## config.mk

```make
export PLATFORM = sky130hd
export DESIGN_NAME = pc_fetch_unit
export DESIGN_NICKNAME = d
export VERILOG_FILES = /design/src/rtl/riscv_pkg.sv /design/src/rtl/pc_target_calc.sv /design/src/rtl/pc_fetch_unit.sv
export SDC_FILE = /design/constraint.sdc
export NUM_CORES = 1
export LEC_CHECK = 0
export CELL_PAD_IN_SITES_DETAIL_PLACEMENT = 0
export CELL_PAD_IN_SITES_GLOBAL_PLACEMENT = 2
export CORE_MARGIN = 2
export CORE_UTILIZATION = 29
export DETAILED_ROUTE_END_ITERATION = 12
export PLACE_DENSITY = 0.8
export SLEW_MARGIN = 30
export SYNTH_ARGS = -nofsm -noshare
export SYNTH_HDL_FRONTEND = slang
export SYNTH_SLANG_ARGS = --single-unit
```

## constraint.sdc

```tcl
create_clock -name clk -period 4.13 [get_ports clk]
set_input_delay 0.413 -clock clk [delete_from_list [all_inputs] [get_ports clk]]
set_output_delay 0.413 -clock clk [all_outputs]
set_load 0.01 [all_outputs]
```

## src/rtl/riscv_pkg.sv

```systemverilog
// Shared RV32I definitions: opcode encodings, datapath width and the reset NOP.
package riscv_pkg;

  localparam int XLEN = 32;

  localparam logic [XLEN-1:0] NOP_INSTR = 32'h0000_0013;

  localparam logic [6:0] OPC_LOAD   = 7'b0000011;
  localparam logic [6:0] OPC_STORE  = 7'b0100011;
  localparam logic [6:0] OPC_BRANCH = 7'b1100011;
  localparam logic [6:0] OPC_JAL    = 7'b1101111;
  localparam logic [6:0] OPC_JALR   = 7'b1100111;
  localparam logic [6:0] OPC_OP_IMM = 7'b0010011;
  localparam logic [6:0] OPC_OP     = 7'b0110011;
  localparam logic [6:0] OPC_LUI    = 7'b0110111;
  localparam logic [6:0] OPC_AUIPC  = 7'b0010111;
  localparam logic [6:0] OPC_SYSTEM = 7'b1110011;

  typedef enum logic [1:0] {
    NPC_SEQ  = 2'd0,
    NPC_REL  = 2'd1,
    NPC_JALR = 2'd2
  } npc_kind_e;

  // Resolves the next-PC kind; JALR outranks JAL, which outranks a taken branch.
  function automatic npc_kind_e npc_kind(input logic is_branch, input logic is_jal,
                                         input logic is_jalr, input logic take_branch);
    if (is_jalr)
      return NPC_JALR;
    else if (is_jal || (is_branch && take_branch))
      return NPC_REL;
    else
      return NPC_SEQ;
  endfunction

endpackage

```

## src/rtl/pc_target_calc.sv

```systemverilog
// Combinational next-PC target selection and word-alignment check.
module pc_target_calc
  import riscv_pkg::*;
(
  input  logic [XLEN-1:0] pc_old,
  input  logic [XLEN-1:0] rs1_data,
  input  logic [XLEN-1:0] imm,
  input  logic            is_branch,
  input  logic            is_jal,
  input  logic            is_jalr,
  input  logic            take_branch,
  output logic [XLEN-1:0] target,
  output logic            target_misaligned
);

  logic [XLEN-1:0] seq_target;
  logic [XLEN-1:0] rel_target;
  logic [XLEN-1:0] jalr_sum;
  npc_kind_e       kind;

  assign seq_target = pc_old + 32'd4;
  assign rel_target = pc_old + imm;
  assign jalr_sum   = rs1_data + imm;
  assign kind       = npc_kind(is_branch, is_jal, is_jalr, take_branch);

  always_comb begin
    target = seq_target;
    case (kind)
      NPC_REL:  target = rel_target;
      // JALR clears bit 0 only; bit 1 is left for the alignment check.
      NPC_JALR: target = jalr_sum & ~32'h1;
      default:  target = seq_target;
    endcase
  end

  assign target_misaligned = |target[1:0];

endmodule

```

## src/rtl/pc_fetch_unit.sv

```systemverilog
// PC / instruction-register stage: holds pc, pc_old, IR, sticky misaligned flag
// and the retired-instruction counter.
module pc_fetch_unit
  import riscv_pkg::*;
#(
  parameter logic [31:0] RESET_PC = 32'h0000_0000,
  parameter int          CNT_W    = 32
) (
  input  logic             clk,
  input  logic             rst,
  input  logic             ir_write,
  input  logic             pc_write,
  input  logic             is_branch,
  input  logic             is_jal,
  input  logic             is_jalr,
  input  logic             take_branch,
  input  logic [31:0]      imm,
  input  logic [31:0]      rs1_data,
  input  logic [31:0]      imem_rdata,
  output logic [31:0]      pc,
  output logic [31:0]      pc_old,
  output logic [31:0]      pc_plus4,
  output logic [31:0]      instr,
  output logic [6:0]       opcode,
  output logic             misaligned,
  output logic [CNT_W-1:0] instret
);

  logic [31:0] pc_reg;
  logic [31:0] pc_old_reg;
  logic [31:0] instr_reg;
  logic        misaligned_reg;
  logic [CNT_W-1:0] instret_reg;

  logic [31:0] target;
  logic        target_misaligned;
  logic        commit_ok;

  pc_target_calc u_target (
    .pc_old            (pc_old_reg),
    .rs1_data          (rs1_data),
    .imm               (imm),
    .is_branch         (is_branch),
    .is_jal            (is_jal),
    .is_jalr           (is_jalr),
    .take_branch       (take_branch),
    .target            (target),
    .target_misaligned (target_misaligned)
  );

  assign commit_ok = pc_write && !target_misaligned;

  always_ff @(posedge clk or posedge rst) begin
    if (rst) begin
      pc_reg <= RESET_PC;
    end else if (commit_ok) begin
      pc_reg <= target;
    end
  end

  // pc_old samples the pre-edge pc, so a same-cycle commit is not visible here.
  always_ff @(posedge clk or posedge rst) begin
    if (rst) begin
      pc_old_reg <= RESET_PC;
      instr_reg  <= NOP_INSTR;
    end else if (ir_write) begin
      pc_old_reg <= pc_reg;
      instr_reg  <= imem_rdata;
    end
  end

  always_ff @(posedge clk or posedge rst) begin
    if (rst) begin
      misaligned_reg <= 1'b0;
    end else if (pc_write && target_misaligned) begin
      misaligned_reg <= 1'b1;
    end
  end

  always_ff @(posedge clk or posedge rst) begin
    if (rst) begin
      instret_reg <= '0;
    end else if (commit_ok) begin
      instret_reg <= instret_reg + 1'b1;
    end
  end

  assign pc         = pc_reg;
  assign pc_old     = pc_old_reg;
  assign pc_plus4   = pc_old_reg + 32'd4;
  assign instr      = instr_reg;
  assign opcode     = instr_reg[6:0];
  assign misaligned = misaligned_reg;
  assign instret    = instret_reg;

endmodule

```

==> impl_metrics.csv, run 1 <==
group,metric,value,unit
critical_path,worstReg2RegStart,"pc_old[0]",
timing,setup_violations,0,
finish,finish.cell_count_without_fillers,1743,
logic_synthesis,postSynthCellCount,1037,
critical_path,worstRegToRegCells,10,
logic_synthesis,ys_warn_count,0,
detailed_routing,wl_per_cell,20.4,um
power_and_ir_drop,vdd_drop_max,0.313,mV
timing,fmaxAchievable,280,MHz
critical_path,critical_path_required,3.72,ns
critical_path,critical_path.max_stage_delay,0.62,ns
finish,most_frequent_cells_in_the_layout,"270 x sky130_fd_sc_hd__clkdlybuf4s50_1, 126 x sky130_fd_sc_hd__dfrtp_1, 101 x sky130_fd_sc_hd__nand2_1",
place,place.gp.congestion,0.860,
timing,timing_max_transition_violations_final,0,
floorplan,die_w,185,um
power_and_ir_drop,power_per_cell_area,518,nW/um^2
finish,final_common_cell,"sky130_fd_sc_hd__clkdlybuf4s50_1",
critical_path,critical_path.startpoint,"pc_old[13]",
grt,grt_pass1_wl,54000,um
critical_path,critical_path.endpoint,"pc_plus4[21]",
clocking,tritoncts,"yes",
power_and_ir_drop,fin_total_pwr,0.00683,W
floorplan,initial_utilization,29.3,%
logic_synthesis,synth_top_cell_by_area,"sky130_fd_sc_hd__dfrtp_1",
critical_path,reg_to_reg_slack_setup,0.86,ns
place,dpl.hpwl,27400,um
floorplan,core.rowCount,66,
outcome,run_status,"complete, no violations",
floorplan,die_y,185,um
place,port_buffers,271,
clocking,cts.path.max_buffers,2,
timing,timing.hold.ws,0.460,ns
min_path,timing.hold.worst.class,"reg2reg",
timing,min_period,3.57,ns
logic_synthesis,ys_ff_latch,129,
critical_path,cp_slowest_cell,"sky130_fd_sc_hd__clkdlybuf4s50_1",
grt,gr_usage_total,20.8,%
clocking,h_tree_levels,4,
grt,globalRouteOverflowTotal,0,
grt,maximum_number_of_pins_on_one_net_before_global_route_repair,77,
finish,area_delta_synth_final,39.0,%
clocking,hold_buffers,0,
detailed_routing,dr_total_vias,9039,
critical_path,cp_data_arrival_time,3.16,ns
timing,finalCritPeriodShare,86.5,%
timing,setup_repair_after_global_routing_missed_its_margin,"false",
clocking,postCtsSetupBuffers,0,
floorplan,io_pins,272,
logic_synthesis,yosysTopAreaCellShare,33.2,%
timing,maxSlewHeadroom,35.8,%
logic_synthesis,post_synth_num_cell_types,72,
logic_synthesis,postSynth.topFlopCell,"sky130_fd_sc_hd__dfrtp_1",
detailed_routing,detail_route.iter0.violations,559,
place,dpl_cell_area,12600,sq um
critical_path,worst_path_cell_chain,"nand4_1, or3_1, nor2_1, and3_1, xor2_1, clkdlybuf4s50_1",
detailed_routing,detail_route.vias_per_cell,5.19,
clocking,clock_buffers_created_by_tritoncts,17,
critical_path,worst_setup_path_start_kind,"register",
detailed_routing,wl,35600,um
logic_synthesis,post_synth.cell_area_avg,9.15,sq um
timing,fin_tns_setup,0,ns
detailed_routing,drtAntennaViolNets,0,
detailed_routing,drt_drc_violations_left,0,
grt,first_global_vias,8912,
finish,final_nets,1457,
critical_path,critPathCaptureType,"primary output",
logic_synthesis,syn_area,9490,sq um
finish,antennaDiodeCount,0,
power_and_ir_drop,power_leakage,5.51,nW
job,max_cap_viol_count,0,
logic_synthesis,synth.top_cells.by_area,"sky130_fd_sc_hd__dfrtp_1 33%, sky130_fd_sc_hd__ha_1 8.3%, sky130_fd_sc_hd__mux2_2 7.0%, sky130_fd_sc_hd__xnor2_1 6.4%, sky130_fd_sc_hd__nand2_1 4.0%",
finish,design_area,13200,sq um
timing,final.setup_skew,0.00834,ns
clocking,clk_transition_reported_paths,0.06,ns
clocking,clock_sink_count,129,
finish,final_layout_size_suffix_gt1_share,9.92,%
critical_path,worst_path_fanout_max,8,
critical_path,crit_type,"reg2out",
grt,antenna_violations_before_repair,0,
detailed_routing,detail_route.first_pass.iterations,5,
logic_synthesis,synth_enable_flop_cells,0,
place,placedCellCount,1711,
logic_synthesis,ys_async_sr_fraction,100,%
clocking,cts_root_buf,"sky130_fd_sc_hd__clkbuf_16",
clocking,worst_skew_pair_later_pin_latency,0.43,ns
floorplan,die_area,34200,sq um
critical_path,crit-reg2reg-capture,"pc[30]",
timing,worst_slew_pin_slew,0.962,ns
logic_synthesis,synth_seq_area_share,34.1,%
floorplan,core_region_area,32400,sq um
timing,report.final.hold_viol_count,0,
logic_synthesis,syn_nets,1206,
clocking,ctsResizeCount,0,
==> cell type report <==
| cell class | instances | area [sq um] |
|---|---|---|
| Tap cell | 442 | 553 |
| Multi-Input combinational cell | 834 | 5930 |
| Clock inverter | 15 | 136 |
| Clock buffer | 17 | 425 |
| Timing Repair Buffer | 282 | 2820 |
| Sequential cell | 129 | 3230 |
| Fill cell | 3265 | 19200 |
| Inverter | 24 | 95.1 |
==> worst min-delay path by stage <==
stage,from,end,cells past startpoint
global placement,misaligned,misaligned,1
global route,misaligned,misaligned,1
finish,misaligned,misaligned,1
CTS,misaligned,misaligned,1
detailed placement,misaligned,misaligned,1
floorplan,misaligned,misaligned,1
==> critical path: cells and delay by family (launching register included) <==
kind | cells | cell delay, ns
flops | 1 | 0.52
simple gates | 4 | 1.23
xor+xnor | 1 | 0.36
buf+inv | 1 | 0.62
==> cells in the mapped netlist, types with 9 or more instances <==
cell                         n
sky130_fd_sc_hd__dfrtp_1   126
sky130_fd_sc_hd__nand2b_1   10
sky130_fd_sc_hd__a211oi_1   12
sky130_fd_sc_hd__mux2i_1    10
sky130_fd_sc_hd__a21o_1     30
sky130_fd_sc_hd__nor3_1     17
sky130_fd_sc_hd__nor2_1     67
sky130_fd_sc_hd__a222oi_1   12
sky130_fd_sc_hd__a31oi_1    13
sky130_fd_sc_hd__inv_1      24
sky130_fd_sc_hd__ha_1       63
sky130_fd_sc_hd__xnor2_1    69
sky130_fd_sc_hd__buf_4       9
sky130_fd_sc_hd__nand2_1   101
sky130_fd_sc_hd__nand4_1    20
sky130_fd_sc_hd__nand3_1    40
sky130_fd_sc_hd__a21oi_1    62
sky130_fd_sc_hd__and3_1     22
sky130_fd_sc_hd__mux2_2     59
sky130_fd_sc_hd__and2_1     11
sky130_fd_sc_hd__clkbuf_1   30
sky130_fd_sc_hd__xor2_1     30
sky130_fd_sc_hd__o21ai_0    58
==> logic make-up after synthesis <==
family                   share of synthesized area, %
AO/OA/AOI/OAI                                    19.1
multiplexers                                     8.06
AND/OR/NAND/NOR                                  17.3
buffers and inverters                            3.61
flip-flops                                       34.1
adder cells (fa/ha/maj)                          8.73
XOR/XNOR                                         9.14
==> through the flow <==
step / worst slack (ns) / util (%)
5_1_grt: 0.359 / 40.7
3_5_place_dp: 0.409 / 39.0
2_1_floorplan: 0.281 / -
3_3_place_gp: 0.458 / 39.0
6_report: 0.557 / 40.7
4_1_cts: 0.568 / 40.7
==> metal layers <==
| metal | part of all wire (%) | GRT usage, % | up-vias |
|---|---|---|---|
| met5 | 0 | 0 | - |
| met4 | 2.0 | 5.14 | 0 |
| met3 | 5.5 | 4.62 | 36 |
| met2 | 48 | 34.6 | 269 |
| met1 | 45 | 27.4 | 4393 |
| li1 | - | - | 4341 |
==> where the power goes <==
group | switching [W] | internal [W] | total, W | leakage, nW
clock network | 0.000644 | 0.000835 | 0.00148 | 0.278
registers | 0.000437 | 0.00155 | 0.00199 | 1.59
logic | 0.00168 | 0.00168 | 0.00336 | 3.64
total | 0.00276 | 0.00407 | 0.00683 | 5.51
Note: power is estimated with default switching activity, not from simulation.
==> run 2, diff against run 1 <==
--- a/config.mk
+++ b/config.mk
@@ -8,10 +8,11 @@
 export CELL_PAD_IN_SITES_DETAIL_PLACEMENT = 0
 export CELL_PAD_IN_SITES_GLOBAL_PLACEMENT = 2
 export CORE_MARGIN = 2
-export CORE_UTILIZATION = 29
+export CORE_UTILIZATION = 30
 export DETAILED_ROUTE_END_ITERATION = 12
-export PLACE_DENSITY = 0.8
+export PLACE_DENSITY = 0.81
 export SLEW_MARGIN = 30
 export SYNTH_ARGS = -nofsm -noshare
 export SYNTH_HDL_FRONTEND = slang
+export SYNTH_HIERARCHICAL = 1
 export SYNTH_SLANG_ARGS = --single-unit
==> run 2 against run 1 <==
Effect of this change: global-route usage decreased by 1.3 points; synthesized area grew 6.3%; sequential power up 12%; critical path depth stayed put; sequential share of layout area shrank 1.2 points.
==> impl_metrics.csv, run 2 <==
group,metric,value,unit
critical_path,reg_to_reg_slack_setup,0.81,ns
finish,final_nets,1518,
grt,antenna_violations_before_repair,0,
critical_path,critical_path_required,3.72,ns
power_and_ir_drop,vdd_drop_max,0.310,mV
min_path,timing.hold.worst.class,"in2async",
place,dpl.hpwl,26900,um
place,dpl_cell_area,13300,sq um
logic_synthesis,ys_warn_count,6,
finish,n_fill_cell,3394,
detailed_routing,wl,34200,um
logic_synthesis,syn_nets,1252,
clocking,postCtsSetupBuffers,0,
logic_synthesis,ys_async_sr_fraction,100,%
floorplan,initial_utilization,30.3,%
logic_synthesis,syn_area,10100,sq um
detailed_routing,detail_route.iter0.violations,500,
timing,finalCritPeriodShare,86.4,%
detailed_routing,detail_route.vias_per_cell,5.11,
clocking,h_tree_levels,4,
logic_synthesis,postSynth.topFlopCell,"sky130_fd_sc_hd__dfrtp_1",
clocking,cts_root_buf,"sky130_fd_sc_hd__clkbuf_16",
logic_synthesis,yosysTopAreaCellShare,31.3,%
timing,final.setup_skew,0.00851,ns
timing,fmaxAchievable,280,MHz
critical_path,cp_data_arrival_time,3.15,ns
place,preCtsSetupSlack,0.330,ns
power_and_ir_drop,power_leakage,5.73,nW
finish,antennaDiodeCount,0,
floorplan,io_pins,272,
floorplan,die_w,187,um
finish,most_frequent_cells_in_the_layout,"269 x sky130_fd_sc_hd__clkdlybuf4s50_1, 126 x sky130_fd_sc_hd__dfrtp_1, 93 x sky130_fd_sc_hd__mux2_2",
critical_path,worstReg2RegStart,"pc_old[2]",
critical_path,crit_type,"reg2out",
logic_synthesis,most_common_cell_in_the_synthesized_netlist,"sky130_fd_sc_hd__dfrtp_1",
timing,worst_slew_pin_slew,0.673,ns
finish,ff_latch_area,3230,sq um
finish,area_delta_synth_final,37.7,%
finish,final_layout_size_suffix_gt1_share,14.0,%
clocking,worst_skew_pair_later_pin_latency,0.42,ns
floorplan,core_region_area,33300,sq um
finish,final_common_cell,"sky130_fd_sc_hd__clkdlybuf4s50_1",
logic_synthesis,ys_ff_latch,129,
timing,setup_repair_after_global_routing_missed_its_margin,"false",
detailed_routing,drt_drc_violations_left,0,
place,place.gp.congestion,0.854,
floorplan,die_area,35100,sq um
detailed_routing,wl_per_cell,18.9,um
timing,report.final.hold_viol_count,0,
logic_synthesis,ys_top_cells_by_count,"126 x sky130_fd_sc_hd__dfrtp_1, 93 x sky130_fd_sc_hd__mux2_2, 84 x sky130_fd_sc_hd__nand2_1",
logic_synthesis,synth_seq_area_share,32.1,%
finish,finalCoreUtilization,41.7,%
timing,min_period,3.57,ns
finish,finish.cell_count_without_fillers,1809,
logic_synthesis,post_synth_num_cell_types,80,
power_and_ir_drop,power_per_cell_area,604,nW/um^2
grt,grt_pass1_wl,53300,um
grt,maximum_number_of_pins_on_one_net_before_global_route_repair,67,
critical_path,crit-reg2reg-capture,"pc[30]",
critical_path,worstRegToRegCells,10,
clocking,clock_buffers_created_by_tritoncts,17,
logic_synthesis,synth.top_cells.by_area,"sky130_fd_sc_hd__dfrtp_1 31%, sky130_fd_sc_hd__mux2_2 10%, sky130_fd_sc_hd__ha_1 7.9%, sky130_fd_sc_hd__xnor2_1 6.8%, sky130_fd_sc_hd__xor2_1 4.6%",
place,port_buffers,271,
clocking,tritoncts,"yes",
timing,worst_slack,0.564,ns
critical_path,worst_setup_path_start_kind,"register",
finish,area_used_by_multi_input_combinational_logic,6530,sq um
clocking,cts.path.max_buffers,2,
logic_synthesis,synth_top_cell_by_area,"sky130_fd_sc_hd__dfrtp_1",
grt,gr_usage_total,19.5,%
timing,timing_max_transition_violations_final,0,
grt,globalRouteOverflowTotal,0,
timing,maxSlewHeadroom,54.4,%
job,max_cap_viol_count,0,
clocking,hold_buffers,0,
grt,first_global_vias,9176,
detailed_routing,detail_route.first_pass.iterations,5,
critical_path,critPathCaptureType,"primary output",
detailed_routing,drtAntennaViolNets,0,
clocking,clk_transition_reported_paths,0.05,ns
critical_path,worst_path_fanout_max,10,
logic_synthesis,post_synth.cell_area_avg,9.32,sq um
finish,design_area,13900,sq um
logic_synthesis,synth_enable_flop_cells,0,
place,placedCellCount,1777,
timing,fin_tns_setup,0,ns
outcome,run_status,"complete, no violations",
logic_synthesis,postSynthCellCount,1082,
timing,setup_violations,0,
floorplan,die_y,187,um
floorplan,core.rowCount,67,
clocking,clock_sink_count,129,
detailed_routing,dr_total_vias,9240,
clocking,ctsResizeCount,0,
run 2: cell count changes after synthesis, sizes merged, moves of 9 or more:
cell | before | now
nand2 | 101 | 85
a222oi | 12 | 0
xnor2 | 69 | 78
nand4 | 20 | 33
xor2 | 30 | 53
nand3 | 40 | 49
mux2 | 59 | 93
and2 | 12 | 2
run 2: worst max path at each step:
stage / startpoint / end / slack, ns
after global placement: imm[2] / pc[29] / 0.37
after CTS: pc_old[2] / pc_plus4[20] / 0.58
after detailed placement: imm[2] / pc[29] / 0.33
after floorplan: rst / instr[10] / 0.28
after global routing: pc_old[2] / pc_plus4[20] / 0.44
final: pc_old[2] / pc_plus4[20] / 0.56
run 2: cell families after synthesis:
logic type,synth area share [%]
flip-flops,32.1
XOR/XNOR,11.4
buffers and inverters,3.23
adder cells (fa/ha/maj),8.34
AND/OR/NAND/NOR,17.5
multiplexers,10.8
AO/OA/AOI/OAI,16.7
run 2: power breakdown:
| group | internal, W | switching (W) | total [W] |
|---|---|---|---|
| Sequential | 0.00163 | 0.000588 | 0.00222 |
| Combinational | 0.00236 | 0.00234 | 0.00471 |
| Clock | 0.000898 | 0.000565 | 0.00146 |
run 2: worst max-delay path, cell delays in order, from the launching register on:
cell	delay, ns
sky130_fd_sc_hd__dfrtp_1	0.61
sky130_fd_sc_hd__ha_1	0.29
sky130_fd_sc_hd__and4_1	0.52
sky130_fd_sc_hd__nand4_1	0.34
sky130_fd_sc_hd__nor2_1	0.20
sky130_fd_sc_hd__xor2_1	0.18
sky130_fd_sc_hd__clkdlybuf4s50_1	0.59
run 2: layout make-up:
class,instances,area share (%)
inverters,27,0.748
multi-input cells,879,47.1
repair buffers,294,20.8
flip-flops and latches,129,23.3
well taps,448,4.04
clock buffers,21,3.24
clock inverters,11,0.820
run 2: layer usage:
metal	wire length, um	global-route usage, %
met5	0	0
met4	574	4.55
met1	14900	24.1
met2	16600	33.7
met3	2160	5.31
run 2: per-stage QoR:
stage / hold WS (ns) / total power (W)
after global placement: 0.441 / 0.00695
after global routing: 0.438 / 0.00898
after detailed placement: 0.447 / 0.00694
after CTS: 0.414 / 0.00846
final: 0.408 / 0.00839
after floorplan: 0.493 / 0.00472
==> run 3, diff against run 2 <==
--- a/config.mk
+++ b/config.mk
@@ -8,9 +8,11 @@
 export CELL_PAD_IN_SITES_DETAIL_PLACEMENT = 0
 export CELL_PAD_IN_SITES_GLOBAL_PLACEMENT = 2
 export CORE_MARGIN = 2
-export CORE_UTILIZATION = 30
+export CORE_UTILIZATION = 39
 export DETAILED_ROUTE_END_ITERATION = 12
-export PLACE_DENSITY = 0.81
+export DONT_BUFFER_PORTS = 1
+export GPL_TIMING_DRIVEN = 0
+export PLACE_DENSITY = 0.79
 export SLEW_MARGIN = 30
 export SYNTH_ARGS = -nofsm -noshare
 export SYNTH_HDL_FRONTEND = slang
==> run 3 against run 2 <==
Effect of this change: setup slack got worse by 0.11 ns; wire length fell by 5.5%; utilization rose by 2.6 points; die area fell by 23%; via count fell by 9.6%; sequential share of layout area rose by 5.6 points; global-route usage rose by 4.2 points; first-iteration DRC count fell by 1.8%; critical path type is now reg2reg; critical endpoint is now pc[28]; largest cell class unchanged; largest power group unchanged.
==> impl_metrics.csv, run 3 (synthesis results as in run 2) <==
group,metric,value,unit
outcome,run_status,"complete, no violations",
timing,fmaxAchievable,272,MHz
clocking,ctsResizeCount,0,
grt,first_global_vias,8299,
min_path,timing.hold.worst.class,"in2reg",
clocking,postCtsSetupBuffers,0,
detailed_routing,drt_drc_violations_left,0,
critical_path,critical_path_required,4.42,ns
timing,timing_max_transition_violations_final,0,
critical_path,cp_data_arrival_time,3.96,ns
clocking,clock_sink_count,129,
critical_path,critPathCaptureType,"register",
floorplan,core_region_area,25300,sq um
floorplan,core.rowCount,58,
grt,grt_pass1_wl,49000,um
timing,report.final.hold_viol_count,0,
finish,most_frequent_cells_in_the_layout,"126 x sky130_fd_sc_hd__dfrtp_1, 93 x sky130_fd_sc_hd__mux2_2, 84 x sky130_fd_sc_hd__nand2_1",
grt,gr_usage_total,23.6,%
finish,final_nets,1273,
place,dpl_cell_area,10500,sq um
floorplan,die_y,165,um
detailed_routing,detail_route.vias_per_cell,5.77,
critical_path,number_of_cells_on_the_critical_path,11,
critical_path,worst_setup_path_start_kind,"register",
critical_path,timing.critical_path.max_delay_family,"compound AO/OA/AOI/OAI gates",
detailed_routing,detail_route.first_pass.iterations,5,
finish,finalCoreUtilization,44.3,%
place,place.gp.congestion,0.857,
detailed_routing,wl,32300,um
clocking,clk_transition_reported_paths,0.05,ns
min_path,holdPathStages,1,
grt,maximum_number_of_pins_on_one_net_before_global_route_repair,84,
finish,final_layout_size_suffix_gt1_share,16.7,%
timing,maxSlewHeadroom,43.2,%
detailed_routing,drtAntennaViolNets,0,
power_and_ir_drop,vdd_drop_max,0.329,mV
detailed_routing,dr_total_vias,8349,
floorplan,io_pins,272,
job,max_cap_viol_count,0,
clocking,hold_buffers,1,
finish,area_delta_synth_final,11.0,%
finish,design_area,11200,sq um
power_and_ir_drop,power_leakage,4.74,nW
timing,worst_slack,0.457,ns
detailed_routing,wl_per_cell,22.4,um
critical_path,cp_num_buf_inv,0,
critical_path,crit_type,"reg2reg",
finish,antennaDiodeCount,0,
power_and_ir_drop,power_per_cell_area,656,nW/um^2
place,preCtsSetupSlack,0.507,ns
place,port_buffers,0,
critical_path,cp_slowest_cell,"sky130_fd_sc_hd__dfrtp_1",
clocking,worst_skew_pair_later_pin_latency,0.41,ns
timing,min_period,3.67,ns
grt,globalRouteOverflowTotal,0,
timing,setup_repair_after_global_routing_missed_its_margin,"false",
detailed_routing,detail_route.iter0.violations,491,
finish,finish.cell_count_without_fillers,1446,
clocking,tritoncts,"yes",
critical_path,worst_path_fanout_max,14,
timing,setup_violations,0,
critical_path,worst_path_cell_chain,"ha_1, a21oi_1, o21ai_0, a211oi_1, a31oi_1, o21ai_2, nor2_1, o221ai_1, mux2i_1, o22ai_1, mux2_2",
finish,n_fill_cell,2562,
floorplan,die_area,27200,sq um
finish,final_common_cell,"sky130_fd_sc_hd__dfrtp_1",
critical_path,critical_path.max_stage_delay,0.77,ns
timing,final.setup_skew,0.0134,ns
timing,worst_slew_pin_slew,0.844,ns
timing,finalCritPeriodShare,88.9,%
clocking,cts.path.max_buffers,2,
grt,antenna_violations_before_repair,0,
critical_path,worstRegToRegCells,11,
clocking,clock_buffers_created_by_tritoncts,17,
place,placedCellCount,1413,
floorplan,die_w,165,um
clocking,h_tree_levels,4,
place,dpl.hpwl,25800,um
floorplan,initial_utilization,39.9,%
clocking,cts_root_buf,"sky130_fd_sc_hd__clkbuf_16",
run 3: cell types whose count changed in the layout (fill, tap and decap cells not counted), sizes merged:
cell and change:
clkdlybuf4s50 -269, clkbuf +25, buf -4, bufinv +3, clkinv -1, dlygate4sd3 +1
run 3: cell type report:
cell class                      count  area [sq um]  share of cell area [%]
Multi-Input combinational cell    879          6530                    58.3
Sequential cell                   129          3230                    28.9
Clock buffer                       19           433                    3.87
Tap cell                          330           413                    3.69
Buffer                             47           224                    2.00
Clock inverter                     13           214                    1.91
Inverter                           27           109                   0.973
Timing Repair Buffer                2          37.5                   0.335
run 3: path summary, 6_finish.rpt:
kind / from / end / slack (ns)
min in group asynchronous: rst / instr[28] / 0.53
max in group asynchronous: rst / instr[0] / 2.88
setup reg to reg: pc_old[9] / pc[28] / 0.46
setup / recovery: pc_old[9] / pc[28] / 0.46
hold / removal: pc_write / misaligned / 0.13
hold reg to reg: misaligned / misaligned / 0.53
run 3: metrics by stage:
| step | power [W] | hold slack (ns) | setup TNS [ns] |
|---|---|---|---|
| final | 0.00734 | 0.128 | 0 |
| after global routing | 0.00791 | 0.119 | 0 |
| after CTS | 0.00741 | 0.112 | 0 |
| after detailed placement | 0.00573 | 0.285 | 0 |
| after global placement | 0.00570 | 0.508 | -145.81 |
| after floorplan | 0.00472 | 0.493 | 0 |
run 3: power breakdown:
group,switching (W),internal [W],leakage (nW)
Combinational,0.00168,0.00136,2.86
Clock,0.000569,0.00108,0.307
Sequential,0.00103,0.00162,1.57
Total,0.00329,0.00405,4.74
run 3: per-layer routing:
layer	up-vias	wire length, um	track usage [%]
li1	4001	-	-
met1	4061	13800	30.3
met2	261	15700	40.2
met4	0	427	4.15
met5	-	0	0
met3	26	2420	6.60
==> edit: new RTL, flow settings as in run 2 <==
Reset style: synchronous (`rst`), changed in 4 clocked blocks.
--- a/src/rtl/pc_fetch_unit.sv
+++ b/src/rtl/pc_fetch_unit.sv
@@ -50,7 +50,7 @@
 
   assign commit_ok = pc_write && !target_misaligned;
 
-  always_ff @(posedge clk or posedge rst) begin
+  always_ff @(posedge clk) begin
     if (rst) begin
       pc_reg <= RESET_PC;
     end else if (commit_ok) begin
@@ -59,7 +59,7 @@
   end
 
   // pc_old samples the pre-edge pc, so a same-cycle commit is not visible here.
-  always_ff @(posedge clk or posedge rst) begin
+  always_ff @(posedge clk) begin
     if (rst) begin
       pc_old_reg <= RESET_PC;
       instr_reg  <= NOP_INSTR;
@@ -69,7 +69,7 @@
     end
   end
 
-  always_ff @(posedge clk or posedge rst) begin
+  always_ff @(posedge clk) begin
     if (rst) begin
       misaligned_reg <= 1'b0;
     end else if (pc_write && target_misaligned) begin
@@ -77,7 +77,7 @@
     end
   end
 
-  always_ff @(posedge clk or posedge rst) begin
+  always_ff @(posedge clk) begin
     if (rst) begin
       instret_reg <= '0;
     end else if (commit_ok) begin
Check against the original RTL: differs if rst is asserted again (counterexample within 4 cycles, from zero or initial values and one cycle with rst high); with rst held inactive, the same outputs for 4 cycles.
==> edit against run 2 <==
  * Sequential cell count unchanged
  * Count of clock-buffer cells in the layout down 1
  * Critical endpoint is now pc_plus4[25]
  * Wire length up 3.9%
  * Clock skew up 9.6 ps
  * Synthesized cell count up 17%
  * Design area down 2.4%
  * Setup slack worse by 120 ps
  * First-iteration DRC count up 14%
  * Global-route usage up 0.89 points
  * Synthesized area down 2.4%
  * Largest cell class unchanged
Power is not compared: it rests on default switching activity, and its combinational part moved more than twofold at a synthesized area within 25%.
==> edit: results (changes against run 2) <==
- Worst R2R Path Depth: 11 (+1)
- Synthesized-area fraction occupied by adder cells: 8.55% (+0.21 points)
- Worst Setup SP: pc_old[9]
- Max incr delay on CP: 660 ps (+50 ps)
- Worst reg2reg endpoint: instret[23]
- Global Route met3 Usage: 4.90% (-0.41 points)
- First-pass GRT wire length: 53,900 um (+1.2%)
- Crit path DAT: 3270 ps (+120 ps)
- Top cells by area, synth: dfxtp_1 (26%), ha_1 (8.1%), mux2i_1 (6.6%), a21oi_1 (6.0%), nand2_1 (5.5%)
- WL/cell: 18.1 um (-4.4%)
- Vias in the first global route: 9,468 (+3.2%)
- Drt initial violations: 569 (+14%)
- Status: completed
- Placement Setup Slack: 324 ps (-5.78 ps)
- Share of cells above drive strength 1: 5.97% (-8.0 points)
- Crit path max-delay cell type: dfxtp_1
- Clock Skew: 18.1 ps (+9.63 ps)
- Multiplexer share of the synthesized area: 6.61% (-4.2 points)
- Syn_nets: 1,438 (+15%)
- Final #Nets: 1,682 (+11%)
- Sequential area share after synthesis: 26.2% (-5.8 points)
- Synth Flop Type: dfxtp_1
- Synth Area in XOR/XNOR: 10.1% (-1.3 points)
- Global Route met1 Usage: 25.6% (+1.6 points)
- Min-Delay Path Class: input port to register
- DRT Pass-1 Iters: 7 (+2)
- Pin count of the biggest net entering global routing: 59 (-12%)
- Compound-Gate Fraction of Synth Area: 21.0% (+4.3 points)
- Total GRT Usage: 20.4% (+0.89 points)
- Ys async rst share: 0% (-100 points)
- CP Max Fanout: 12 (+2)
- Synth unique cells: 77 (-3.8%)
- GRT met2 Usage: 34.9% (+1.2 points)
- Vias: 9,987 (+8.1%)
## edit: area by class of cell
cell class / count / area, sq um / area share, %
flip-flops and latches: 129 / 2580 / 19.1
multi-input cells: 1038 / 6830 / 50.4
repair buffers: 298 / 2910 / 21.4
clock inverters: 11 / 106 / 0.785
inverters: 28 / 105 / 0.776
clock buffers: 20 / 467 / 3.44
well taps: 442 / 553 / 4.08
## edit: kinds of logic (layout without fill, tap and decap cells)
group                      after synthesis  in the layout
DFF                                    129            129
buffers and inverters                  101            357
muxes                                   65             65
adders and majority gates               66             66
AOI/OAI and AO/OA                      316            316
xor gates and xnor gates               113            113
and+or+nand+nor                        478            478
## edit: how the worst max path moves through the flow
| stage | to | slack, ps | depth (start not counted) |
|---|---|---|---|
| after floorplan | instret[26] | 1070 | 13 |
| after global placement | instret[23] | 380 | 12 |
| after detailed placement | instret[23] | 320 | 12 |
| after CTS | pc_plus4[25] | 430 | 5 |
| after global routing | pc_plus4[25] | 230 | 5 |
| final | pc_plus4[25] | 440 | 5 |
## edit: per-layer routing
metal / routed length, um / vias to the layer above
li1: - / 5060
met1: 15900 / 4637
met2: 17000 / 256
met3: 2080 / 34
met4: 600 / 0
met5: 0 / -
## edit: where the power goes
group / total, uW / internal (uW) / switching, uW
logic: 992 / 464 / 528
registers: 1350 / 1300 / 53.3
clock network: 1460 / 875 / 590
## edit: stage by stage
step | total power (uW) | std cells | cell area, sq um | util [%] | hold WS (ps)
finish | 3810 | 1966 | 13500 | 41.7 | 463
global route | 3990 | 1966 | 13500 | 41.7 | 500
CTS | 3850 | 1966 | 13500 | 41.7 | 439
detailed placement | 2370 | 1935 | 13000 | 40.0 | 468
global placement | 2370 | 1935 | 13000 | 40.0 | 462
floorplan | 1940 | 1268 | 9840 | - | 492
## edit: worst min-delay path: cells and delay by family
kind / cells / cell delay [ps]
buf+inv: 1 / 190
simple gates: 1 / 70
compound gates: 2 / 160
